`src/rtl/cpa_arb_pkg.sv`:
```
// Shared definitions for the round-robin arbiter in front of the CPA datapath.
package cpa_arb_pkg;

    localparam int N_REQ_DEF = 4;
    localparam int W_DEF     = 4;

    // Result slot occupancy: EMPTY means res_valid is low, FULL means a result is waiting.
    typedef enum logic {
        EMPTY = 1'b0,
        FULL  = 1'b1
    } arb_state_e;

    // Width needed to hold a requester index; a single requester still gets one bit.
    function automatic int id_width(input int n);
        return (n > 1) ? $clog2(n) : 1;
    endfunction

    localparam int ID_W_DEF = id_width(N_REQ_DEF);

endpackage

```
`src/rtl/cpa_arbiter_cpa.sv`:
```
// Shared CPA datapath: combines the two operands bitwise with XOR.
module cpa_arbiter_cpa #(
    parameter int W = 4
) (
    input  logic [W-1:0] a,
    input  logic [W-1:0] b,
    output logic [W-1:0] sum
);

    assign sum = a ^ b;

endmodule

```
`src/rtl/cpa_arbiter.sv`:
```
// Round-robin arbiter feeding N_REQ requesters into one CPA with a single
// registered result slot. A result can be drained and replaced in the same
// cycle, so a continuously ready sink sees one result per clock.
module cpa_arbiter
    import cpa_arb_pkg::*;
#(
    parameter  int N_REQ = N_REQ_DEF,
    parameter  int W     = W_DEF,
    localparam int ID_W  = id_width(N_REQ)
) (
    input  logic               clk,
    input  logic               rst,
    input  logic [N_REQ-1:0]   req_valid,
    input  logic [N_REQ*W-1:0] req_a,
    input  logic [N_REQ*W-1:0] req_b,
    output logic [N_REQ-1:0]   req_ready,
    output logic               res_valid,
    output logic [W-1:0]       res_data,
    output logic [ID_W-1:0]    res_id,
    input  logic               res_ready
);

    arb_state_e      state_q, state_d;
    logic [W-1:0]    res_data_q, res_data_d;
    logic [ID_W-1:0] res_id_q, res_id_d;
    logic [ID_W-1:0] last_grant_q, last_grant_d;
    logic [ID_W-1:0] grant_idx;
    logic [N_REQ-1:0] grant_vec;
    logic            slot_free;
    logic            accept;
    logic [W-1:0]    mux_a, mux_b, cpa_sum;

    // First valid requester found searching upward from last+1, wrapping at N_REQ.
    function automatic logic [N_REQ-1:0] rr_pick(input logic [N_REQ-1:0] valid,
                                                  input logic [ID_W-1:0]  last);
        logic [N_REQ-1:0] pick;
        logic [ID_W-1:0]  idx;
        logic             found;
        pick  = '0;
        found = 1'b0;
        for (int k = 1; k <= N_REQ; k++) begin
            idx = ID_W'((int'(last) + k) % N_REQ);
            if (!found && valid[idx]) begin
                pick[idx] = 1'b1;
                found     = 1'b1;
            end
        end
        return pick;
    endfunction

    // Grant only when the result slot can take a new value and reset is released.
    always_comb begin
        slot_free = (state_q == EMPTY) || res_ready;
        grant_vec = '0;
        if (!rst && slot_free) begin
            grant_vec = rr_pick(req_valid, last_grant_q);
        end
    end

    assign req_ready = grant_vec;
    assign accept    = |grant_vec;

    // Encode the one-hot grant into an index that steers the operand mux.
    always_comb begin
        grant_idx = '0;
        for (int i = 0; i < N_REQ; i++) begin
            if (grant_vec[i]) begin
                grant_idx = ID_W'(i);
            end
        end
    end

    assign mux_a = req_a[int'(grant_idx)*W +: W];
    assign mux_b = req_b[int'(grant_idx)*W +: W];

    cpa_arbiter_cpa #(
        .W (W)
    ) u_cpa (
        .a   (mux_a),
        .b   (mux_b),
        .sum (cpa_sum)
    );

    // Slot occupancy and result/pointer updates; the pointer only moves on acceptance.
    always_comb begin
        state_d      = state_q;
        res_data_d   = res_data_q;
        res_id_d     = res_id_q;
        last_grant_d = last_grant_q;
        case (state_q)
            EMPTY: begin
                if (accept) begin
                    state_d = FULL;
                end
            end
            FULL: begin
                if (res_ready && !accept) begin
                    state_d = EMPTY;
                end
            end
            default: state_d = EMPTY;
        endcase
        if (accept) begin
            res_data_d   = cpa_sum;
            res_id_d     = grant_idx;
            last_grant_d = grant_idx;
        end
    end

    // State registers; reset leaves requester 0 with top priority.
    always_ff @(posedge clk or posedge rst) begin
        if (rst) begin
            state_q      <= EMPTY;
            res_data_q   <= '0;
            res_id_q     <= '0;
            last_grant_q <= ID_W'(N_REQ - 1);
        end else begin
            state_q      <= state_d;
            res_data_q   <= res_data_d;
            res_id_q     <= res_id_d;
            last_grant_q <= last_grant_d;
        end
    end

    assign res_valid = (state_q == FULL);
    assign res_data  = res_data_q;
    assign res_id    = res_id_q;

endmodule

```
`config.mk`:
```
export PLATFORM = sky130hd
export DESIGN_NAME = cpa_arbiter
export DESIGN_NICKNAME = d
export VERILOG_FILES = /design/src/rtl/cpa_arb_pkg.sv /design/src/rtl/cpa_arbiter_cpa.sv /design/src/rtl/cpa_arbiter.sv
export SDC_FILE = /design/constraint.sdc
export NUM_CORES = 1
export LEC_CHECK = 0
export BUFFER_PORTS_ARGS = -buffer_cell sky130_fd_sc_hd__buf_4
export CORE_ASPECT_RATIO = 0.75
export CORE_MARGIN = 8
export CORE_UTILIZATION = 50
export CTS_CLUSTER_DIAMETER = 200
export DETAILED_ROUTE_END_ITERATION = 7
export PLACE_DENSITY = 0.85
export REMOVE_ABC_BUFFERS = 1
export SLEW_MARGIN = 10
export SYNTH_ARGS = -nofsm -noshare
export SYNTH_HDL_FRONTEND = slang
export SYNTH_SLANG_ARGS = --single-unit
```
`constraint.sdc`:
```
create_clock -name clk -period 7.7 [get_ports clk]
set_clock_uncertainty 0.05 [all_clocks]
set_input_delay 0.77 -clock clk [delete_from_list [all_inputs] [get_ports clk]]
set_output_delay 0.77 -clock clk [all_outputs]
set_load 0.02 [all_outputs]
```
==> flow_metrics.tcl, run 1 <==
set metrics [dict create \
    hp-class "in -> async" \
    r2r_cells 9 \
    start_util_pct 53.8 \
    final_cells 183 \
    vias 1045 \
    grt_pass1_wl_um 5050 \
    synth.distinct_cells 31 \
    path_max_fanout 14 \
    slew_headroom_pct 65.2 \
    cts_tree "done" \
    overflow 0 \
    die_h_um 56.7 \
    wire_per_inst_um 16.7 \
    grt_max_degree 15 \
    area.growth.synth_to_final_pct 35.1 \
    syn_avg_cell_area_um2 10.0 \
    post_cts_resized 0 \
    final-hold-violation-count 0 \
    multi_input_area_um2 822 \
    postCtsSetupBuffers 0 \
    dp_cells 179 \
    place.gp.congestion 0.830 \
    status "finished clean" \
    port-buffer-count 49 \
    r2r_end "res_data[0]$_DFFE_PP0P_" \
    core_um2 2050 \
    remaining_drc_errors 0 \
    p_leak_uw 0.000698 \
    worst-path-stages 7 \
    crit_chain "inv_1 -> ha_1 -> mux4_2 -> nor4b_4 -> nand2_1 -> a41oi_2 -> buf_4" \
    row_count 14 \
    cts.path.max_buffers 2 \
    cpMaxStageDelayCell "dfstp_2" \
    postRouteAntennaNets 0 \
    grt.total_usage_pct 15.6 \
    diodes 0 \
    synth-main-ff-cell "dfrtp_1" \
    nFillCells 148 \
    drt_iter0_drc 74 \
    ir_drop_v 0.000239 \
    crit_family "flip-flops" \
    fmax_mhz 254 \
    path_buf_inv 2 \
    io_pins 50 \
    first_pass_iters 4 \
    die_w_um 70.2 \
    crit_type "reg -> out" \
    cts_buffers 3 \
    clockRootBuffer "clkbuf_4" \
    r2r_start "last_grant_q[0]$_DFFE_PP1P_" \
    cp.required_ns 6.88 \
    tns_ns 0 \
    tightest_slew_ns 0.522 \
    synth_edf_count 0 \
    yosysTopAreaCell "dfrtp_1" \
    crit_path_end_kind "output pin" \
    drive_gt1_share_pct 42.8 \
    start_kind "register" \
    syn_area_um2 1100 \
    cts.clk_slew.worst_paths_ns 0.06 \
    wl_um 3060 \
    clock_sinks 9 \
    critPathArrivalTime_ns 3.11 \
    r2r_slack_ns 4.01 \
    whs_ns 0.422 \
    layout_common_cells "buf_4 (49), nand2_1 (14), xor2_1 (12)" \
    yosys.area.top_type_share_pct 15.9 \
    ctsHoldBuffers 0 \
    period_minus_slack_ns 3.93 \
    slowest_delay_ns 0.70 \
    fin_area_um2 1490 \
    drv_slew 0 \
    synthCells 110 \
    maxCapViolations 0 \
    design.die.area_um2 3980 \
    clock_latency_ns 0.26 \
    num-nets-final 207 \
    grt_pass1_vias 1132 \
    rsz0062_at_grt "false" \
    h-tree-depth 1 \
    layout_commonest_cell "buf_4" \
    power_density_nw_per_um2 385 \
    place_area_um2 1460 \
    synth_area_leaders "dfrtp_1 (16%), xor2_1 (9.5%), ha_1 (9.1%)" \
    critPathLaunch "last_grant_q[0]$_DFFE_PP1P_" \
    regArea_um2 228 \
    synthArstFlopShare_pct 100 \
    endpoint "req_ready[1]" \
    finalCritPeriodShare_pct 51.0 \
    setup_viol 0 \
    dp_hpwl_um 2500 \
    synth_seq_cells 9 \
    vias_per_cell 5.71 \
    ys.warnings.count 0 \
    yosysSeqAreaShare_pct 20.7 \
    antenna_found_initial 0 \
]
[how the worst min path moves through the flow]
stage                                            from                          end  slack [ns]
after global routing                              rst        res_id[0]$_DFFE_PP0P_        0.45
after global placement          res_id[1]$_DFFE_PP0P_        res_id[1]$_DFFE_PP0P_        0.43
after CTS                                         rst      res_data[1]$_DFFE_PP0P_        0.43
after detailed placement        res_id[1]$_DFFE_PP0P_        res_id[1]$_DFFE_PP0P_        0.44
after floorplan           last_grant_q[1]$_DFFE_PP1P_  last_grant_q[1]$_DFFE_PP1P_        0.47
final                                             rst      res_data[3]$_DFFE_PP0P_        0.42
[state kept, by name, summed over array words and instances, names as in the netlist]
name          cells
last_grant_q      2
res_data          4
res_id            2
res_valid         1
[power by group]
group          total (uW)  internal [uW]  switching, uW
logic                 427            191            236
clock network        36.2           19.9           16.2
registers             109           78.9           30.5
total                 573            290            283
[metal layers]
metal	routed length, um	vias up	GRT usage [%]
li1	-	502	-
met1	1280	488	18.4
met2	1460	49	24.3
met3	284	6	7.02
met4	46	0	5.43
met5	0	-	0
[area by class of cell]
type                       count  share of cell area, %
clock buffer                   4                   1.76
inverter                       4                   1.01
multi-input combinational     93                   55.2
sequential                     9                   15.3
tap                           24                   2.02
timing repair buffer          49                   24.7
[synthesized netlist by cell type, types with 2 or more instances]
library cell and count:
nand2_1 14, xor2_1 12, ha_1 8, mux2i_1 8, dfrtp_1 7, nor2_1 6, a21oi_1 5, a221o_1 4
a22oi_2 4, inv_1 4, mux4_2 4, xnor2_1 4, buf_6 3, nand2b_1 3, nand3b_1 3, a21o_1 2
a22oi_1 2, a31o_1 2, dfstp_2 2, o22ai_1 2
[worst register-to-register path: cells and delay by family, from the launching register on]
| family | cells | cell delay (ns) |
|---|---|---|
| mux | 2 | 0.88 |
| simple gates | 2 | 0.44 |
| buf+inv | 1 | 0.16 |
| flops | 1 | 0.70 |
| fa+ha+maj | 1 | 0.43 |
| compound gates | 3 | 0.89 |
[through the flow]
step | util [%] | setup WS [ns] | power, uW
finish | 72.6 | 3.77 | 573
global route | 72.6 | 3.63 | 616
CTS | 72.6 | 3.76 | 575
detailed placement | 71.4 | 4.02 | 537
global placement | 71.4 | 4.16 | 518
floorplan | - | 4.30 | 411
[cell families (layout without fill, tap and decap cells)]
kind of cell	Yosys count	count (layout)	share of synthesized area, %
simple gates	32	32	15.7
compound gates	25	25	21.7
xor+xnor	16	16	12.7
mux	12	12	15.4
flops	9	9	20.7
fa+ha+maj	8	8	9.08
buf+inv	8	57	4.77
(Power assumes the default switching activity.)
==> inputs of run 2 (changes only) <==
--- a/config.mk
+++ b/config.mk
@@ -8,10 +8,10 @@
 export BUFFER_PORTS_ARGS = -buffer_cell sky130_fd_sc_hd__buf_4
 export CORE_ASPECT_RATIO = 0.75
 export CORE_MARGIN = 8
-export CORE_UTILIZATION = 50
+export CORE_UTILIZATION = 47
 export CTS_CLUSTER_DIAMETER = 200
 export DETAILED_ROUTE_END_ITERATION = 7
-export PLACE_DENSITY = 0.85
+export PLACE_DENSITY = 0.81
 export REMOVE_ABC_BUFFERS = 1
 export SLEW_MARGIN = 10
 export SYNTH_ARGS = -nofsm -noshare
==> constraint.sdc (replaced) <==
create_clock -name clk -period 4 [get_ports clk]
set_clock_uncertainty 0.05 [all_clocks]
set_input_delay 0.4 -clock clk [delete_from_list [all_inputs] [get_ports clk]]
set_output_delay 0.4 -clock clk [all_outputs]
set_load 0.02 [all_outputs]
==> run 2 against run 1 <==
First-iteration DRC count is 26% lower. Global-route usage is 0.54 points higher. Cell count is 0.55% higher. Worst setup slack worse by 3.4 ns. Hold slack worse by 0.36 ns. Clock power is 110% higher.
==> flow_metrics.tcl, run 2 (synthesis results as in run 1) <==
set metrics [dict create \
    status "finished clean" \
    wire_per_inst_um 17.4 \
    regArea_um2 228 \
    pwr-share-comb_pct 74.1 \
    place.gp.congestion 0.843 \
    hp-class "in -> async" \
    drive_gt1_share_pct 43.4 \
    overflow 0 \
    r2r_cells 9 \
    h-tree-depth 1 \
    row_count 15 \
    clockRootBuffer "clkbuf_4" \
    finalCritPeriodShare_pct 89.7 \
    r2r_slack_ns 0.41 \
    finalWorstSetupSlack_ns 0.413 \
    path_max_fanout 14 \
    antenna_found_initial 0 \
    ctsHoldBuffers 0 \
    clockPowerShare_pct 6.8 \
    crit_path_end_kind "register" \
    drt_iter0_drc 55 \
    place_ws_ns 0.443 \
    top_layer_used "met4" \
    tns_ns 0 \
    multi_input_area_um2 822 \
    die_h_um 57.9 \
    crit_type "reg -> reg" \
    dp_hpwl_um 2680 \
    setup_viol 0 \
    design.die.area_um2 4170 \
    rsz0062_at_grt "false" \
    wl_met3_um 244 \
    fmax_mhz 279 \
    final-hold-violation-count 0 \
    cts.clk_slew.worst_paths_ns 0.07 \
    p_int_uw 557 \
    p_leak_uw 0.000701 \
    nFillCells 184 \
    port-buffer-count 49 \
    wl_um 3200 \
    final_cells 184 \
    layout_common_cells "buf_4 (49), nand2_1 (14), xor2_1 (12)" \
    maxCapViolations 0 \
    diodes 0 \
    num-nets-final 207 \
    ir_drop_v 0.000416 \
    remaining_drc_errors 0 \
    die_w_um 71.9 \
    r2r_start "last_grant_q[0]$_DFFE_PP1P_" \
    slew_headroom_pct 66.2 \
    post_cts_resized 0 \
    critPathArrivalTime_ns 3.67 \
    grt_max_degree 15 \
    r2r_end "res_data[1]$_DFFE_PP0P_" \
    cts.path.max_buffers 2 \
    io_pins 50 \
    layout_commonest_cell "buf_4" \
    largest_reg_flops 4 \
    grt_pass1_wl_um 5360 \
    swShare_pct 49.4 \
    core_um2 2250 \
    clock_sinks 9 \
    start_kind "register" \
    period_minus_slack_ns 3.59 \
    grt.total_usage_pct 16.1 \
    postCtsSetupBuffers 0 \
    cts_tree "done" \
    area.growth.synth_to_final_pct 35.3 \
    cts_buffers 3 \
    postRouteAntennaNets 0 \
    dp_cells 180 \
    met1_length_um 1260 \
    first_pass_iters 4 \
    critPathLaunch "last_grant_q[0]$_DFFE_PP1P_" \
    wl_met2_um 1630 \
    switchingPower_uw 543 \
    drv_slew 0 \
    clock_latency_ns 0.27 \
    start_util_pct 48.9 \
    vias_per_cell 5.80 \
    seq_power_share_pct 19.2 \
    vias 1068 \
    power_density_nw_per_um2 738 \
    tightest_slew_ns 0.506 \
    grt_pass1_vias 1143 \
    cp.required_ns 4.08 \
]
-- run 2: worst max path at each step --
stage / end / slack (ns) / cells past startpoint
4_1_cts: res_data[1]$_DFFE_PP0P_ / 0.42 / 9
5_1_grt: res_data[1]$_DFFE_PP0P_ / 0.22 / 9
2_1_floorplan: res_data[0]$_DFFE_PP0P_ / 0.60 / 9
3_3_place_gp: res_data[2]$_DFFE_PP0P_ / 0.59 / 9
6_report: res_data[1]$_DFFE_PP0P_ / 0.41 / 9
3_5_place_dp: res_data[1]$_DFFE_PP0P_ / 0.44 / 9
-- run 2: cell type report --
type | instances | area share (%)
clock inverters | 1 | 0.336
multi-input cells | 93 | 55.1
well taps | 25 | 2.10
clock buffers | 3 | 1.51
flip-flops and latches | 9 | 15.3
repair buffers | 49 | 24.7
inverters | 4 | 1.01
-- run 2: power groups by stage --
stage	clock network, uW	registers (uW)	logic (uW)
CTS	75.7	211	814
finish	74.4	211	815
global route	81.2	221	888
global placement	0	209	787
detailed placement	0	210	815
floorplan	0	244	547
-- run 2: metal layers --
layer | vias up | global-route usage (%)
li1 | 498 | -
met1 | 517 | 18.4
met2 | 43 | 26.9
met3 | 10 | 6.02
met4 | 0 | 5.80
met5 | - | 0
-- run 2: stage by stage --
stage	hold WS (ns)	utilization [%]	power, uW	instance area [um^2]
floorplan	0.185	-	791	1060
global placement	0.350	65.0	995	1460
detailed placement	0.363	65.0	1030	1460
CTS	0.0688	66.2	1100	1490
global route	0.0917	66.2	1190	1490
finish	0.0620	66.2	1100	1490
-- run 2: worst max-delay path, stage by stage, from the launching register on --
cell and delay [ns]:
dfstp_2 0.69, inv_1 0.15, ha_1 0.41, mux4_2 0.59, nor4b_4 0.34, nand2_1 0.13
a41oi_2 0.30, a21o_1 0.42, mux2i_1 0.27, a22oi_2 0.10
